===== src/rtl/phase_sequencer.sv =====
// Multi-approach traffic-light sequencer: 1 Hz prescaler, programmable interval durations,
// sensor-driven single green extension and a latched pedestrian walk phase.
module phase_sequencer #(
  parameter int unsigned NUM_PHASES = 2,
  parameter int unsigned TW         = 4,
  parameter int unsigned CLK_DIV    = 100000000,
  parameter int unsigned DEF_BASE   = 6,
  parameter int unsigned DEF_EXT    = 3,
  parameter int unsigned DEF_YEL    = 2,
  parameter int unsigned DEF_WALK   = 3,
  localparam int unsigned PW        = (NUM_PHASES > 2) ? $clog2(NUM_PHASES) : 1
) (
  input  logic                  clk,
  input  logic                  reset,
  input  logic [NUM_PHASES-1:0] sensor,
  input  logic                  walk_req,
  input  logic                  restart,
  input  logic                  prog_we,
  input  logic [1:0]            prog_sel,
  input  logic [TW-1:0]         prog_val,
  output logic [NUM_PHASES-1:0] green,
  output logic [NUM_PHASES-1:0] yellow,
  output logic [NUM_PHASES-1:0] red,
  output logic                  walk_led,
  output logic [PW-1:0]         phase
);

  localparam int unsigned CW   = $clog2(CLK_DIV);
  localparam logic [PW-1:0] LastPhase = PW'(NUM_PHASES - 1);

  typedef enum logic [1:0] {StGreen, StExt, StYellow, StWalk} state_e;

  state_e                  state_q, state_d;
  logic [PW-1:0]           phase_q, phase_d;
  logic [CW-1:0]           cnt_q, cnt_d;
  logic [TW-1:0]           rem_q, rem_d;
  logic                    walk_pend_q, walk_pend_d;
  logic [TW-1:0]           base_q, ext_q, yel_q, walk_q;
  logic [NUM_PHASES-1:0]   green_q, green_d, yellow_q, yellow_d;
  logic                    walk_led_q, walk_led_d;

  logic                    tick, expire, enter;
  logic [TW-1:0]           load_val;

  assign tick   = (cnt_q == CW'(CLK_DIV - 1));
  assign expire = tick && (rem_q == TW'(1));

  // Next-state, timer reload and lamp decode
  always_comb begin
    state_d     = state_q;
    phase_d     = phase_q;
    cnt_d       = tick ? '0 : cnt_q + CW'(1);
    rem_d       = rem_q;
    enter       = 1'b0;
    load_val    = '0;
    green_d     = '0;
    yellow_d    = '0;
    walk_led_d  = 1'b0;

    if (tick && !expire) begin
      rem_d = rem_q - TW'(1);
    end

    if (restart) begin
      state_d  = StGreen;
      phase_d  = '0;
      enter    = 1'b1;
      load_val = base_q;
    end else if (expire) begin
      enter = 1'b1;
      unique case (state_q)
        StGreen: begin
          if (sensor[phase_q]) begin
            state_d  = StExt;
            load_val = ext_q;
          end else begin
            state_d  = StYellow;
            load_val = yel_q;
          end
        end
        StExt: begin
          state_d  = StYellow;
          load_val = yel_q;
        end
        StYellow: begin
          if (walk_pend_q && (phase_q == LastPhase)) begin
            state_d  = StWalk;
            load_val = walk_q;
          end else begin
            state_d  = StGreen;
            phase_d  = (phase_q == LastPhase) ? '0 : phase_q + PW'(1);
            load_val = base_q;
          end
        end
        StWalk: begin
          state_d  = StGreen;
          phase_d  = '0;
          load_val = base_q;
        end
        default: begin
          state_d  = StGreen;
          phase_d  = '0;
          load_val = base_q;
        end
      endcase
    end

    // A programmed zero behaves as a one-second interval
    if (enter) begin
      cnt_d = '0;
      rem_d = (load_val == '0) ? TW'(1) : load_val;
    end

    // A request coincident with walk entry is absorbed by that walk
    if (enter && (state_d == StWalk)) begin
      walk_pend_d = 1'b0;
    end else begin
      walk_pend_d = walk_req | walk_pend_q;
    end

    unique case (state_d)
      StGreen, StExt: green_d  = NUM_PHASES'(1) << phase_d;
      StYellow:       yellow_d = NUM_PHASES'(1) << phase_d;
      StWalk:         walk_led_d = 1'b1;
      default:        green_d  = NUM_PHASES'(1);
    endcase
  end

  // Sequencer state, timer and registered lamps
  always_ff @(posedge clk or posedge reset) begin
    if (reset) begin
      state_q     <= StGreen;
      phase_q     <= '0;
      cnt_q       <= '0;
      rem_q       <= TW'(DEF_BASE);
      walk_pend_q <= 1'b0;
      green_q     <= NUM_PHASES'(1);
      yellow_q    <= '0;
      walk_led_q  <= 1'b0;
    end else begin
      state_q     <= state_d;
      phase_q     <= phase_d;
      cnt_q       <= cnt_d;
      rem_q       <= rem_d;
      walk_pend_q <= walk_pend_d;
      green_q     <= green_d;
      yellow_q    <= yellow_d;
      walk_led_q  <= walk_led_d;
    end
  end

  // Duration register file; loads above read the pre-write value
  always_ff @(posedge clk or posedge reset) begin
    if (reset) begin
      base_q <= TW'(DEF_BASE);
      ext_q  <= TW'(DEF_EXT);
      yel_q  <= TW'(DEF_YEL);
      walk_q <= TW'(DEF_WALK);
    end else if (prog_we) begin
      unique case (prog_sel)
        2'd0: base_q <= prog_val;
        2'd1: ext_q  <= prog_val;
        2'd2: yel_q  <= prog_val;
        2'd3: walk_q <= prog_val;
        default: ;
      endcase
    end
  end

  assign green    = green_q;
  assign yellow   = yellow_q;
  assign red      = ~(green_q | yellow_q);
  assign walk_led = walk_led_q;
  assign phase    = phase_q;

endmodule

===== config.mk =====
export PLATFORM = sky130hd
export DESIGN_NAME = phase_sequencer
export DESIGN_NICKNAME = d
export VERILOG_FILES = /design/src/rtl/phase_sequencer.sv
export SDC_FILE = /design/constraint.sdc
export NUM_CORES = 1
export LEC_CHECK = 0
export CAP_MARGIN = 20
export CORE_UTILIZATION = 58
export CTS_CLUSTER_DIAMETER = 100
export DETAILED_ROUTE_END_ITERATION = 7
export PLACE_DENSITY = 0.8
export SLEW_MARGIN = 25
export SYNTH_ARGS = -nofsm -noshare
export SYNTH_HDL_FRONTEND = slang
export SYNTH_SLANG_ARGS = --single-unit

===== constraint.sdc =====
create_clock -name clk -period 2.7 [get_ports clk]
set_input_delay 0.27 -clock clk [delete_from_list [all_inputs] [get_ports clk]]
set_output_delay 0.27 -clock clk [all_outputs]
set_load 0.02 [all_outputs]

==> impl_metrics.csv <==
group,metric,value,unit
outcome,run_status,"finished, final reports clean",
synthesis,yosysSeqAreaShare,49.0,%
floorplan,design.die.area,5260,µm²
power,peakVddDrop,0.000318,V
timing,max_freq,430,MHz
place,preCtsSetupSlack,412,ps
worst_setup_path,worstPathArrival,2510,ps
power,p_leak,1.34,nW
worst_setup_path,reg2reg_from,"cnt_q[0]",
synthesis,ys_top_cells_by_count,"46 x dfrtp_1, 38 x nor2_1, 19 x mux2_2",
final_layout,seqCellArea,1410,µm²
grt,overflow,0,
timing,worst_slack,374,ps
synthesis,synth_top_area_share,39.9,%
synthesis,synthFlopType,"dfrtp_1",
final_layout,multiInputGateArea,1380,µm²
place,placed_cells,362,
routing,dr.pass1.iters,4,
final_layout,final_core_util,68.3,%
clocking,cts_root_buf,"clkbuf_8",
routing,drt.antenna.violating_nets,0,
place,place_congestion,0.882,
place,hpwl,3990,µm
clocking,cts.path.max_buffers,2,
clocking,clk_latency,310,ps
synthesis,synth_edf_count,0,
synthesis,synthTopCellsByArea,"dfrtp_1 40%, dfstp_2 9.1%, mux2_2 7.4%, nor2_1 4.9%, xnor2_1 3.6%",
synthesis,ys_warn_count,0,
floorplan,rows,25,
synthesis,syn-instance-count,278,
floorplan,die_y,72.5,µm
worst_setup_path,critPathMaxFanout,6,
synthesis,async_flop_share,100,%
floorplan,initial_utilization,60.7,%
flow_run,cap_violations,0,
routing,avgRoutedWirePerCell,14.8,µm
final_layout,layout-drive-gt1-share,17.5,%
clocking,cts_setup_buffers,0,
synthesis,yosysTopAreaCell,"dfrtp_1",
worst_setup_path,crit_type,"flip-flop to flip-flop",
grt,grt_pass1_vias,2074,
clocking,cts_tree,"done",
final_layout,nNetsFinal,318,
synthesis,synth_most_common_cell,"dfrtp_1",
worst_setup_path,rr_endpoint,"yellow[0]",
synthesis,synth_fp_nets,294,
synthesis,ys_types,50,
worst_setup_path,rr_worst_depth,7,
final_layout,fill_cells,388,
grt,grt_max_degree,29,
timing,finalHoldViolCount,0,
timing,max_slew_margin,60.7,%
timing,period_share,86.2,%
grt,antenna_found_initial,0,
power,p_per_area,504,nW/µm²
timing,setup_viol,0,
clocking,htree_levels,2,
timing,rsz0062_at_grt,"false",
timing,worst_slew_pin_slew,583,ps
clocking,numCtsBuffers,5,
timing,slew_violations,0,
synthesis,avgSynthCellArea,10.4,µm²
routing,routed_via_density,5.76,
place,io_buffers,20,
clocking,cts_resized,0,
worst_hold_path,holdCritPathClass,"input port to async pin",
floorplan,die_width,72.5,µm
worst_setup_path,r2r_slack,370,ps
routing,drc,0,
routing,vias,2133,
routing,drt_iter0_drc,157,
floorplan,core_area,4750,µm²
synthesis,synth-seq-cells,56,
timing,layout_min_cycle_time,2330,ps
final_layout,area_growth,12.5,%
worst_setup_path,crit_path_start_kind,"flip-flop",
clocking,clock-sinks,56,
routing,drt-total-wl,5470,µm
synthesis,synth_area,2890,µm²
final_layout,stdcell_count,370,
final_layout,antennaDiodeCount,0,
timing,tns,0,ps
grt,grt_pass1_wl,9400,µm
floorplan,io_pins,21,
clocking,path_clk_slew,90,ps
timing,worst_clock_skew,7.83,ps
clocking,hold_buffers,0,
grt,groute.usage.overall,23.3,%
worst_setup_path,worstPathRequired,2880,ps
worst_setup_path,end_kind,"flip-flop",
==> power by group <==
part	internal, mW	switching, mW
Clock	0.209	0.257
Sequential	0.917	0.0452
Combinational	0.102	0.107
Total	1.23	0.409
==> registers in the layout, indices dropped and copies added (netlist names) <==
| signal | count |
|---|---|
| phase | 1 |
| yel_q | 4 |
| rem_q | 4 |
| ext_q | 4 |
| state_q | 2 |
| green | 2 |
| base_q | 4 |
| cnt_q | 27 |
| yellow | 2 |
| walk_q | 4 |
| walk_led | 1 |
| walk_pend_q | 1 |
==> layout make-up <==
| type | count | share of cell area [%] |
|---|---|---|
| Timing Repair Buffer | 24 | 7.09 |
| Clock inverter | 1 | 0.231 |
| Sequential cell | 56 | 43.6 |
| Inverter | 12 | 1.39 |
| Tap cell | 67 | 2.58 |
| Multi-Input combinational cell | 203 | 42.5 |
| Clock buffer | 7 | 2.66 |
==> per-layer routing <==
| layer | part of all wire (%) | routed length (µm) | track usage, % | vias up |
|---|---|---|---|---|
| met1 | 47 | 2590 | 32.3 | 1030 |
| met2 | 47 | 2570 | 37.6 | 57 |
| li1 | - | - | - | 1037 |
| met4 | 1.3 | 70 | 6.75 | 0 |
| met5 | 0 | 0 | 0 | - |
| met3 | 4.4 | 239 | 4.58 | 9 |
==> logic make-up (layout without fill, tap and decap cells) <==
group | count (synthesis) | after routing | synth area share, %
AND/OR/NAND/NOR | 117 | 117 | 22.0
flip-flops | 56 | 56 | 49.0
AO/OA/AOI/OAI | 39 | 39 | 9.45
XOR/XNOR | 24 | 24 | 7.29
multiplexers | 20 | 20 | 7.76
buffers and inverters | 19 | 44 | 3.21
adder cells (fa/ha/maj) | 3 | 3 | 1.30
==> critical path, stage by stage (launching register included) <==
cell,delay (ps)
dfrtp_1,410
ha_1,220
and3_4,220
nand2_1,50
or4_1,640
o31a_1,330
and2_4,190
nor3b_1,130
==> cells in the final DEF, fill, tap and decap left out, drive strengths merged, types with 4 or more instances in the layout <==
| cell type | instances |
|---|---|
| nand2 | 16 |
| clkdlybuf4s50 | 20 |
| nand3 | 16 |
| dfstp | 10 |
| clkbuf | 7 |
| xor2 | 12 |
| o21ai | 11 |
| nand4 | 7 |
| nor3 | 6 |
| inv | 12 |
| xnor2 | 12 |
| dfrtp | 46 |
| and3 | 8 |
| mux2 | 19 |
| nor2 | 38 |
| a21oi | 8 |
| and2 | 4 |
| buf | 4 |
==> through the flow <==
step                      area, µm²  power, mW  hold WS, ps
after CTS                      3250       1.65          349
after global placement         3150       1.18          480
after floorplan                2890       1.11          379
after global routing           3250       1.71          369
after detailed placement       3150       1.19          497
final                          3250       1.64          332
==> worst max path at each step <==
stage,start,slack (ps),end,cells past startpoint
finish,cnt_q[0],370,yellow[0],7
global route,cnt_q[0],270,rem_q[0],7
CTS,cnt_q[0],390,walk_led,7
detailed placement,cnt_q[0],410,walk_led,7
global placement,cnt_q[0],460,yellow[0],7
floorplan,cnt_q[0],540,walk_led,8
Note: power is estimated with default switching activity, not from simulation.
